<file path="src/rtl/btb_update_ctrl.sv">
// btb_update_ctrl: sole writer of the BTB write port.
//   Buffers taken-branch resolutions from EX in a small FIFO and drains them,
//   one install per cycle. Sweeps every entry invalid after reset and on flush_req.
// Ports:
//   clk, reset (async, active-low)
//   ex_branch/ex_taken/ex_pc/ex_target : branch resolution from EX
//   flush_req                          : single-cycle request to invalidate the BTB
//   btb_wr_en/index/target/valid       : registered BTB write port
//   busy                               : sweep (INIT or FLUSH) in progress
//   q_full                             : update FIFO is full
//   drop_cnt                           : saturating count of updates lost to a full FIFO
module btb_update_ctrl #(
  parameter int unsigned IDX_W   = 8,
  parameter int unsigned Q_DEPTH = 4,
  parameter int unsigned CNT_W   = 8
) (
  input  logic             clk,
  input  logic             reset,
  input  logic             ex_branch,
  input  logic             ex_taken,
  input  logic [31:0]      ex_pc,
  input  logic [31:0]      ex_target,
  input  logic             flush_req,
  output logic             btb_wr_en,
  output logic [IDX_W-1:0] btb_wr_index,
  output logic [31:0]      btb_wr_target,
  output logic             btb_wr_valid,
  output logic             busy,
  output logic             q_full,
  output logic [CNT_W-1:0] drop_cnt
);

  localparam int unsigned AW = $clog2(Q_DEPTH);
  localparam int unsigned PW = AW + 1;
  localparam int unsigned SW = IDX_W + 1;
  localparam int unsigned EW = IDX_W + 32;

  typedef enum logic [1:0] {
    ST_INIT  = 2'd0,
    ST_RUN   = 2'd1,
    ST_FLUSH = 2'd2
  } state_e;

  state_e           state_q, state_d;
  logic [SW-1:0]    sweep_idx_q, sweep_idx_d;
  logic [PW-1:0]    wr_ptr_q, wr_ptr_d;
  logic [PW-1:0]    rd_ptr_q, rd_ptr_d;
  logic [EW-1:0]    mem_q [Q_DEPTH];
  logic [EW-1:0]    mem_d [Q_DEPTH];
  logic             wr_en_q, wr_en_d;
  logic [IDX_W-1:0] wr_index_q, wr_index_d;
  logic [31:0]      wr_target_q, wr_target_d;
  logic             wr_valid_q, wr_valid_d;
  logic             busy_q, busy_d;
  logic             q_full_q, q_full_d;
  logic [CNT_W-1:0] drop_cnt_q, drop_cnt_d;

  logic [PW-1:0]    count;
  logic             fifo_empty;
  logic             fifo_full;
  logic             sweep_done;
  logic             push_req;
  logic             deq;
  logic [EW-1:0]    head;

  // Only the BTB index bits of the PC are stored.
  logic unused_pc_bits;
  assign unused_pc_bits = ^{ex_pc[31:IDX_W+2], ex_pc[1:0]};

  // Next-state, FIFO and write-port logic.
  always_comb begin
    state_d     = state_q;
    sweep_idx_d = sweep_idx_q;
    wr_ptr_d    = wr_ptr_q;
    rd_ptr_d    = rd_ptr_q;
    mem_d       = mem_q;
    wr_en_d     = 1'b0;
    wr_index_d  = wr_index_q;
    wr_target_d = wr_target_q;
    wr_valid_d  = wr_valid_q;
    drop_cnt_d  = drop_cnt_q;
    deq         = 1'b0;

    count      = PW'(wr_ptr_q - rd_ptr_q);
    fifo_empty = (count == '0);
    fifo_full  = (count == PW'(Q_DEPTH));
    // sweep_idx carries one extra bit so "past the last index" is visible without wrap.
    sweep_done = sweep_idx_q[IDX_W];
    push_req   = ex_branch & ex_taken;
    head       = mem_q[rd_ptr_q[AW-1:0]];

    if (flush_req) begin
      // Discard everything queued, including a same-cycle push.
      state_d     = ST_FLUSH;
      sweep_idx_d = '0;
      rd_ptr_d    = wr_ptr_q;
    end else begin
      if ((state_q != ST_RUN) && !sweep_done) begin
        wr_en_d     = 1'b1;
        wr_valid_d  = 1'b0;
        wr_target_d = '0;
        wr_index_d  = sweep_idx_q[IDX_W-1:0];
        sweep_idx_d = sweep_idx_q + SW'(1);
      end else begin
        // The cycle after the last invalidate already drains, so no bubble.
        state_d = ST_RUN;
        if (!fifo_empty) begin
          deq         = 1'b1;
          wr_en_d     = 1'b1;
          wr_valid_d  = 1'b1;
          wr_index_d  = head[EW-1:32];
          wr_target_d = head[31:0];
          rd_ptr_d    = rd_ptr_q + PW'(1);
        end
      end

      // Fullness is judged after this cycle's dequeue.
      if (push_req) begin
        if (!fifo_full || deq) begin
          mem_d[wr_ptr_q[AW-1:0]] = {ex_pc[IDX_W+1:2], ex_target};
          wr_ptr_d = wr_ptr_q + PW'(1);
        end else if (drop_cnt_q != {CNT_W{1'b1}}) begin
          drop_cnt_d = drop_cnt_q + CNT_W'(1);
        end
      end
    end

    busy_d   = (state_d != ST_RUN);
    q_full_d = (PW'(wr_ptr_d - rd_ptr_d) == PW'(Q_DEPTH));
  end

  // State and output registers.
  always_ff @(posedge clk or negedge reset) begin
    if (!reset) begin
      state_q     <= ST_INIT;
      sweep_idx_q <= '0;
      wr_ptr_q    <= '0;
      rd_ptr_q    <= '0;
      wr_en_q     <= 1'b0;
      wr_index_q  <= '0;
      wr_target_q <= '0;
      wr_valid_q  <= 1'b0;
      busy_q      <= 1'b1;
      q_full_q    <= 1'b0;
      drop_cnt_q  <= '0;
      for (int unsigned i = 0; i < Q_DEPTH; i++) begin
        mem_q[i] <= '0;
      end
    end else begin
      state_q     <= state_d;
      sweep_idx_q <= sweep_idx_d;
      wr_ptr_q    <= wr_ptr_d;
      rd_ptr_q    <= rd_ptr_d;
      wr_en_q     <= wr_en_d;
      wr_index_q  <= wr_index_d;
      wr_target_q <= wr_target_d;
      wr_valid_q  <= wr_valid_d;
      busy_q      <= busy_d;
      q_full_q    <= q_full_d;
      drop_cnt_q  <= drop_cnt_d;
      mem_q       <= mem_d;
    end
  end

  assign btb_wr_en     = wr_en_q;
  assign btb_wr_index  = wr_index_q;
  assign btb_wr_target = wr_target_q;
  assign btb_wr_valid  = wr_valid_q;
  assign busy          = busy_q;
  assign q_full        = q_full_q;
  assign drop_cnt      = drop_cnt_q;

endmodule

</file>
<file path="config.mk">
export PLATFORM = sky130hd
export DESIGN_NAME = btb_update_ctrl
export DESIGN_NICKNAME = d
export VERILOG_FILES = /design/src/rtl/btb_update_ctrl.sv
export SDC_FILE = /design/constraint.sdc
export NUM_CORES = 1
export LEC_CHECK = 0
export CAP_MARGIN = 25
export CORE_MARGIN = 3
export CORE_UTILIZATION = 50
export DETAILED_ROUTE_END_ITERATION = 12
export MAX_ROUTING_LAYER = met4
export PLACE_DENSITY = 0.73
export SYNTH_ARGS = -nofsm -noshare
export SYNTH_HDL_FRONTEND = slang
export SYNTH_SLANG_ARGS = --single-unit
</file>
<file path="constraint.sdc">
create_clock -name clk -period 3.47 [get_ports clk]
set_input_delay 0.347 -clock clk [delete_from_list [all_inputs] [get_ports clk]]
set_output_delay 0.347 -clock clk [all_outputs]
set_load 0.01 [all_outputs]
</file>
Yosys cells after proc, flatten, opt, wreduce, memory -nomap -nowiden

Cells that the tools add are included.
W data, S select, Z words.

$add $sub $neg: 6
Magnitude comparators: 3
Eq/ne operators: 6
Muxes and demuxes: 27
Bitwise logic cells: 5
Reduce and logical (&&, ||, !) cells: 10

Operator list:

| cell                  | count |
|---|---|
| $bwmux W160           | 1 |
| $mux W40              | 3 |
| $bmux W40 S2          | 1 |
| $demux W40 S2         | 1 |
| $mux W32              | 2 |
| $mux W3               | 6 |
| $mux W9               | 2 |
| $mux W8               | 2 |
| $add A9 B1 Y9 const B | 1 |
| $add A8 B1 Y8 const B | 1 |
| $ne A8 B8 Y1 const B  | 1 |
| $mux W1               | 7 |
| $add A3 B1 Y3 const B | 2 |
| $eq A3 B3 Y1 const B  | 2 |
| $ge A3 B3 Y1 const B  | 2 |
| $ne A2 B1 Y1 const B  | 3 |
| $not A2 Y3            | 2 |
| $sub A3 B3 Y3         | 2 |
| $mux W2               | 2 |
| $reduce_and A4 Y1     | 1 |
| $logic_not A3 Y1      | 1 |
| $lt A3 B1 Y1 const B  | 1 |
| $reduce_and A3 Y1     | 1 |
| $logic_and A1 B1 Y1   | 2 |
| other kinds (6)       | 8 |

Bits in registers: 229
Output and inout bits: 52
Word-level logic and storage cells: 72

Logic depth before layout (Yosys ltp)

Gate-level depths: netlist of run 1.

Depth after elaboration: 11
Mapped depth: 15
Depth with buffers taken out: 13

Worst setup path before layout of run 1

Ideal clock, no wire load.

Path kind: register to register
Start point: register rd_ptr_q[1]
End point: register q_full_q (netlist: q_full)
Setup time: 0.079 ns
Data arrival time: 3.093 ns
Required time: 3.391 ns
Path slack: 0.297 ns
Cell stages (with the launch flop): 14
Path buffers: 2
Cell sequence: dfrtp_1 -> clkbuf_1 -> clkbuf_1 -> inv_1 -> ha_1 -> or2b_2 -> a21o_2 -> a31oi_4 -> o21ai_0 -> ha_1 -> a21oi_1 -> xnor2_1 -> xnor2_1 -> mux2i_1

Longest elaborated chain between the ends: 11

Ends and longest elaborated chain:

| item                   | RTL line | text |
|---|---|---|
| start, declared        | 47       | `logic [PW-1:0] rd_ptr_q, rd_ptr_d;` |
| start signal, assigned | 153      | `rd_ptr_q <= rd_ptr_d;` |
| $sub A3 B3 Y3 *        | 84       | `count = PW'(wr_ptr_q - rd_ptr_q);` |
| $logic_not A3 Y1       | 85       | `fifo_empty = (count == '0);` |
| $mux W1                | 107      | `if (!fifo_empty) begin` |
| $mux W1                | 98       | `if ((state_q != ST_RUN) && !sweep_done) begin` |
| $mux W1                | 92       | `if (flush_req) begin` |
| $logic_or A1 B1 Y1 *   | 119      | `if (!fifo_full \|\| deq) begin` |
| $mux W3 *              | 119      |  |
| $mux W3 *              | 118      | `if (push_req) begin` |
| $mux W3 *              | 92       |  |
| via wr_ptr_d[1]        | 46       | `logic [PW-1:0] wr_ptr_q, wr_ptr_d;` |
| $sub A3 B3 Y3 *        | 129      | `q_full_d = (PW'(wr_ptr_d - rd_ptr_d) == PW'(Q_DEPTH));` |
| $eq A3 B3 Y1 *         | 129      |  |
| via q_full_d           | 55       | `logic q_full_q, q_full_d;` |
| end signal, assigned   | 159      | `q_full_q <= q_full_d;` |
| end, declared          | 55       |  |

The timed path passes the listed nets; every way through them passes the cells marked *. The select of a mux whose other input is x is not followed.
A chain may end at the register's enable or synchronous reset.

Worst setup path in the final report of run 1

Start point: register wr_ptr_q[0]
End point: register q_full_q (netlist: q_full)

Longest elaborated chain between the ends: 11

Ends and longest elaborated chain:

| item                   | RTL line | text |
|---|---|---|
| start, declared        | 46       |  |
| start signal, assigned | 152      | `wr_ptr_q <= wr_ptr_d;` |
| $sub A3 B3 Y3          | 84       |  |
| $logic_not A3 Y1       | 85       |  |
| $mux W1                | 107      |  |
| $mux W1                | 98       |  |
| $mux W1                | 92       |  |
| $logic_or A1 B1 Y1     | 119      |  |
| $mux W3 *              | 119      |  |
| $mux W3 *              | 118      |  |
| $mux W3 *              | 92       |  |
| via wr_ptr_d[1]        | 46       |  |
| $sub A3 B3 Y3 *        | 129      |  |
| $eq A3 B3 Y1 *         | 129      |  |
| via q_full_d           | 55       |  |

Marked as above.

==> results of run 1 <==
-- critical path: cells and delay by family (launching register included) --
kind                       cells  cell delay [ns]
AOI/OAI and AO/OA              3             0.69
xor gates and xnor gates       2             0.32
adders and majority gates      2             0.68
buffers and inverters          1             0.12
DFF                            1             0.39
muxes                          1             0.20
and+or+nand+nor                2             0.53
-- layer usage --
| layer | wire length (um) | up-vias | global-route usage, % |
|---|---|---|---|
| met5 | 0 | - | - |
| met4 | 255 | 0 | 3.741 |
| met3 | 956 | 25 | 3.443 |
| met2 | 10550 | 119 | 33.18 |
| met1 | 8958 | 3058 | 26.54 |
| li1 | - | 2591 | - |
-- cell usage in the layout (no fill, tap or decap), types with 5 or more instances in the layout --
cell,count
dfrtp_1,226
clkbuf_16,25
xor2_1,14
clkdlybuf4s50_1,95
buf_4,9
a22o_1,32
nand2_1,17
mux2i_1,8
clkbuf_8,5
clkbuf_1,6
buf_12,5
o21ai_0,9
mux2_2,161
mux4_2,40
nand3_1,8
nor3_1,5
ha_1,11
nor2_1,15
xnor2_1,6
inv_1,9
-- flip-flops by register name (all words and copies together), names as in the netlist --
signal / count
btb_wr_en: 1
btb_wr_index: 8
btb_wr_target: 32
btb_wr_valid: 1
busy: 1
drop_cnt: 8
mem_q: 160
q_full: 1
rd_ptr_q: 3
state_q: 2
sweep_idx_q: 9
wr_ptr_q: 3
-- synth_stat cells, drive strengths merged (11+ instances only) --
master	instances
a22o	32
buf	26
clkbuf	11
dfrtp	228
ha	11
mux2	161
mux4	40
nand2	20
nor2	16
xor2	15
-- kinds of logic (layout without fill, tap and decap cells) --
kind of cell,Yosys count,in the layout
buffers and inverters,48,162
AND/OR/NAND/NOR,71,71
XOR/XNOR,21,21
AO/OA/AOI/OAI,59,59
flip-flops,229,229
adder cells (fa/ha/maj),11,11
multiplexers,209,209
other,0,1
-- through the flow --
| step | setup slack, ns | cells | hold WS (ns) |
|---|---|---|---|
| after detailed placement | 0.4844 | 984 | 0.4291 |
| final | 0.4628 | 1028 | 0.4461 |
| after CTS | 0.4559 | 1027 | 0.4852 |
| after global placement | 0.5440 | 984 | 0.4132 |
| after floorplan | 0.2974 | 648 | 0.05141 |
| after global routing | 0.2181 | 1028 | 0.5111 |
-- timing repair --
| action | 4_1_cts | 5_1_grt |
|---|---|---|
| endpoints found under the setup margin | 0 | 0 |
| hold buffers | 1 | 0 |
| endpoints found under the hold margin | 94 | 0 |
-- power groups by stage --
stage	registers, mW	logic, mW	clock network, mW
6_report	4.15	2.74	2.57
5_1_grt	4.26	3.00	2.74
4_1_cts	4.16	2.79	2.63
3_5_place_dp	4.20	2.78	0
3_3_place_gp	4.07	2.65	0
2_1_floorplan	4.01	2.22	0
-- path summary, 6_finish.rpt --
| check | startpoint | to | slack (ns) | cells past startpoint |
|---|---|---|---|---|
| worst max-delay path | wr_ptr_q[0] | q_full | 0.46 | 11 |
| min in group clk | btb_wr_index[1] | btb_wr_index[1] | 0.49 | 2 |
| max in group asynchronous | reset | mem_q[137] | 2.05 | 3 |
| worst min-delay path | reset | btb_wr_index[3] | 0.45 | 2 |
| worst max register to register | wr_ptr_q[0] | q_full | 0.46 | 11 |
| worst min register to register | btb_wr_index[1] | btb_wr_index[1] | 0.49 | 2 |
-- area by class of cell --
cell class | instances | share of cell area [%]
Antenna cell | 1 | 0.02076
Inverter | 9 | 0.2802
Multi-Input combinational cell | 371 | 33.21
Timing Repair Buffer | 111 | 9.486
Tap cell | 265 | 2.750
Sequential cell | 229 | 47.59
Clock inverter | 6 | 0.7161
Clock buffer | 36 | 5.947
==> qor.yml, run 1 <==
regArea_um2: 5737
critPathMaxFanout: 6
hold_viol: 0
hp-class: "in -> async"
numCtsBuffers: 25
yosys.area_share.xor_xnor_pct: 1.897
syn_inst: 648
rows: 51
tritoncts: "built"
clkLatencyLatePin_ns: 0.51
avgSynthCellArea_um2: 15.57
synth_ff_type: "dfrtp_1"
synthAdderAreaFrac_pct: 1.364
die_y_um: 148.1
tightest_slew_ns: 0.8777
slew_headroom_pct: 41.49
critical_path.slowest_cell: "nor3_2"
power.total_mw: 9.461
p_per_area_nw_per_um2: 784.8
synth_top_family_by_area: "multiplexers"
initial_core_util_pct: 51.34
cts_resized: 0
internal-power_mw: 6.868
drt-wirelength-per-cell_um: 20.16
antenna_found_initial: 1
clockRootBuffer: "clkbuf_16"
totalWireLength_um: 20720
fin_crit_ns: 3.007
clkPwrFrac_pct: 27.2
setup_viol: 0
rsz0062_at_grt: "no"
maxCapViolCount: 0
ys_seq_elements: 229
synth_top_cell_by_area: "dfrtp_1"
fin_util_pct: 61.34
arrival_ns: 3.44
end_kind: "flip-flop"
place_congestion: 0.8353
h-tree-depth: 1
setup_tns_ns: 0
critPathMaxStageDelay_ns: 0.42
clk_path_buf_depth: 3
dr_total_vias: 5793
start_kind: "flip-flop"
synth-compound-area-share_pct: 5.060
comb_power_share_pct: 29.0
coreArea_um2: 19650
synth_area_um2: 10090
synth.top_cells.by_area: "dfrtp_1 (57%), mux2_2 (18%), mux4_2 (8.9%)"
hpwl_um: 12920
p_switching_mw: 2.593
viasPerCell: 5.635
synth_edf_count: 0
syn2layout_area_growth_pct: 19.48
p_leak_nw: 5.269
post_cts_buffers: 0
first_pass_iters: 4
final_antenna_net_count: 0
status: "completed"
ios: 121
path_clk_slew_ns: 0.06
multi_input_area_um2: 4004
power_frac_seq_pct: 43.9
finalCritPeriodShare_pct: 86.66
drive_above_1_share_pct: 35.56
grt_overflow: 0
numPortBuffers: 96
peakVddDrop_v: 0.0004555
crit_chain: "inv_1 -> ha_1 -> nand2_1 -> nor3_2 -> a31oi_4 -> o21ai_0 -> ha_1 -> a21oi_1 -> xnor2_1 -> xnor2_1 -> mux2i_1"
seq_area_frac_synth_pct: 56.81
die_area_um2: 21920
slew_viol_final: 0
synth_top_area_share_pct: 56.55
nFillCells: 1494
crit_type: "reg -> reg"
nets: 827
synthMuxAreaShare_pct: 27.69
clock-sinks: 229
die_w_um: 148.1
first_iter_violations: 238
cp_data_required_time_ns: 3.90
yosys.area_share.simple_pct: 3.534
synth_nets: 728
dpl-instance-area_um2: 11240
swShare_pct: 27.41
synthArstFlopShare_pct: 100.0
finalInstanceArea_um2: 12060
grt_pass1_wl_um: 34280
grt_max_degree: 99
drc: 0
grt_usage_pct: 19.95
grt_pass1_vias: 6490
synth_warnings: 0
fmax_mhz: 332.5
ys_types: 49
worst_clock_skew_ns: 0.01142
(Power assumes the default switching activity.)
==> inputs of run 2 (changes only) <==
--- a/config.mk
+++ b/config.mk
@@ -7,10 +7,11 @@
 export LEC_CHECK = 0
 export CAP_MARGIN = 25
 export CORE_MARGIN = 3
-export CORE_UTILIZATION = 50
+export CORE_UTILIZATION = 56
 export DETAILED_ROUTE_END_ITERATION = 12
 export MAX_ROUTING_LAYER = met4
-export PLACE_DENSITY = 0.73
+export PLACE_DENSITY = 0.8
+export RECOVER_POWER = 50
 export SYNTH_ARGS = -nofsm -noshare
 export SYNTH_HDL_FRONTEND = slang
 export SYNTH_SLANG_ARGS = --single-unit
==> run 2 against run 1 <==
  * The run now ends with max-capacitance violations, max-slew violations left
  * Total power is 0.69% higher
  * Largest cell class unchanged
  * Hold slack better by 0.022 ns
  * Worst setup slack worse by 0.068 ns
==> qor.yml, run 2 (synthesis results as in run 1) <==
totalWireLength_um: 20660  # was 20720 um
violations: "max-capacitance violations, max-slew violations"
finalCritPeriodShare_pct: 88.62  # was 86.66%
end_kind: "flip-flop"  # unchanged
viasPerCell: 5.911  # was 5.635
setup_tns_ns: 0  # unchanged
die_w_um: 140.2  # was 148.1 um
clockRootBuffer: "clkbuf_16"  # unchanged
p_per_area_nw_per_um2: 793.5  # was 784.8 nW/um2
first_pass_iters: 4  # unchanged
critPathMaxFanout: 10  # was 6
hp-class: "reg -> reg"  # was in -> async
grt_overflow: 0  # unchanged
p_leak_nw: 5.306  # was 5.269 nW
numCtsBuffers: 24  # was 25
holdPathStages: 2
fmax_mhz: 325.2  # was 332.5 MHz
initial_core_util_pct: 57.73  # was 51.34%
path_clk_slew_ns: 0.06  # about the same
status: "finished, violations left"  # was completed
rsz0062_at_grt: "no"  # unchanged
die_area_um2: 19660  # was 21920 um2
final_antenna_net_count: 0  # unchanged
h-tree-depth: 1  # unchanged
numPortBuffers: 96  # unchanged
antenna_found_initial: 0  # was 1
arrival_ns: 3.49  # was 3.44 ns
slew_viol_final: 70  # was 0
grt_usage_pct: 21.96  # was 19.95%
worst_clock_skew_ns: 0.01495  # was 0.01142 ns
tritoncts: "built"  # unchanged
grt_pass1_vias: 6475  # was 6490
critPathMaxStageDelay_ns: 0.58  # was 0.42 ns
finalInstanceArea_um2: 12010  # was 12060 um2
rr_worst_depth: 10  # was 11
final_common_cell: "dfrtp_1"  # unchanged
place_congestion: 0.8408  # was 0.8353
slew_headroom_pct: -26.97  # was 41.49%
crit_type: "reg -> reg"  # unchanged
hpwl_um: 12860  # was 12920 um
maxCapViolCount: 2  # was 0
nFillCells: 1191  # was 1494
cp_data_required_time_ns: 3.89  # was 3.90 ns
drt-wirelength-per-cell_um: 20.87  # was 20.16 um
first_iter_violations: 246  # was 238
layout_common_cells: "dfrtp_1 (226), mux2_2 (161), clkdlybuf4s50_1 (80)"  # was dfrtp_1 (226), mux2_2 (161), clkdlybuf4s50_1 (95)
grt_max_degree: 113  # was 99
tightest_slew_ns: 1.904  # was 0.8777 ns
fin_crit_ns: 3.075  # was 3.007 ns
grt_pass1_wl_um: 33820  # was 34280 um
die_y_um: 140.2  # was 148.1 um
num_antenna_cells: 0  # was 1
critical_path.slowest_cell: "dfrtp_4"  # was nor3_2
dr_total_vias: 5852  # was 5793
drc: 0  # unchanged
fin_cells: 990  # was 1028
syn2layout_area_growth_pct: 18.99  # was 19.48%
drive_above_1_share_pct: 35.16  # was 35.56%
clock-sinks: 229  # unchanged
dpl.cell_count: 945  # was 984
clkLatencyLatePin_ns: 0.51  # about the same
hold_viol: 0  # unchanged
largest_reg_flops: 160  # unchanged
dpl-instance-area_um2: 11180  # was 11240 um2
ios: 121  # unchanged
coreArea_um2: 17480  # was 19650 um2
rows: 48  # was 51
start_kind: "flip-flop"  # unchanged
nets: 827  # unchanged
crit_chain: "ha_1 -> nand2_1 -> nor3_2 -> a31oi_4 -> o21ai_0 -> ha_1 -> a21oi_1 -> xnor2_1 -> xnor2_1 -> mux2i_1"  # was inv_1 -> ha_1 -> nand2_1 -> nor3_2 -> a31oi_4 -> o21ai_0 -> ha_1 -> a21oi_1 -> xnor2_1 -> xnor2_1 -> mux2i_1
setup_viol: 0  # unchanged
clk_path_buf_depth: 3  # unchanged
peakVddDrop_v: 0.0004604  # was 0.0004555 V
regMostFlops: "mem_q"  # unchanged
run 2: cell count changes in the layout (fill, tap and decap cells not counted), sizes merged:
cell and change:
clkdlybuf4s50 -15, dlygate4sd3 +15, clkbuf +7, buf -4, clkinvlp +1, diode -1
inv -1
run 2: path summary, 6_finish.rpt:
path	slack, ns	end	from
worst max-delay path	0.39	q_full	rd_ptr_q[0]
worst min-delay path	0.47	btb_wr_index[4]	btb_wr_index[4]
worst max register to register	0.39	q_full	rd_ptr_q[0]
worst min register to register	0.47	btb_wr_index[4]	btb_wr_index[4]
max in group asynchronous	0.67	mem_q[20]	reset
min in group asynchronous	0.48	btb_wr_index[5]	reset
run 2: per-layer routing:
layer  vias to the layer above  share of wire, %  track usage (%)
li1                       2597                 -                -
met1                      3098                43            28.83
met2                       133                51            37.10
met3                        24               4.4            3.346
met4                         0               1.2            4.284
met5                         -                 0                -
run 2: critical path, delay by kind of cell, from the launching register on:
kind	cells	cell delay [ns]
AO/OA/AOI/OAI	3	0.65
XOR/XNOR	2	0.32
adder cells (fa/ha/maj)	2	0.69
flip-flops	1	0.58
multiplexers	1	0.23
AND/OR/NAND/NOR	2	0.52
run 2: power breakdown:
| group | total [mW] | internal [mW] | leakage, nW | switching (mW) |
|---|---|---|---|---|
| sequential | 4.17 | 3.64 | 2.90 | 0.526 |
| clock | 2.64 | 1.62 | 0.402 | 1.02 |
| combinational | 2.72 | 1.64 | 2.00 | 1.07 |
run 2: through the flow:
step / utilization, % / hold WS (ns) / power, mW / worst slack [ns]
2_1_floorplan: - / 0.05141 / 6.226 / 0.2974
3_3_place_gp: 64.00 / 0.4426 / 6.714 / 0.4707
3_5_place_dp: 64.00 / 0.4544 / 6.975 / 0.4030
4_1_cts: 68.80 / 0.4844 / 9.639 / 0.3574
5_1_grt: 68.69 / 0.4977 / 10.06 / 0.1089
6_report: 68.69 / 0.4683 / 9.526 / 0.3948
run 2: layout make-up:
| type | count | area [um2] | share of cell area (%) |
|---|---|---|---|
| flip-flops and latches | 229 | 5737 | 47.79 |
| multi-input cells | 371 | 4003 | 33.34 |
| repair buffers | 112 | 1121 | 9.338 |
| clock buffers | 38 | 744.5 | 6.201 |
| well taps | 225 | 281.5 | 2.345 |
| clock inverters | 6 | 85.08 | 0.7087 |
| inverters | 9 | 33.78 | 0.2814 |
run 2: timing repair:
action,4_1_cts,5_1_grt
resized for setup,0,0
hold endpoints to repair,108,0
hold buffers,1,0
setup buffers,0,0
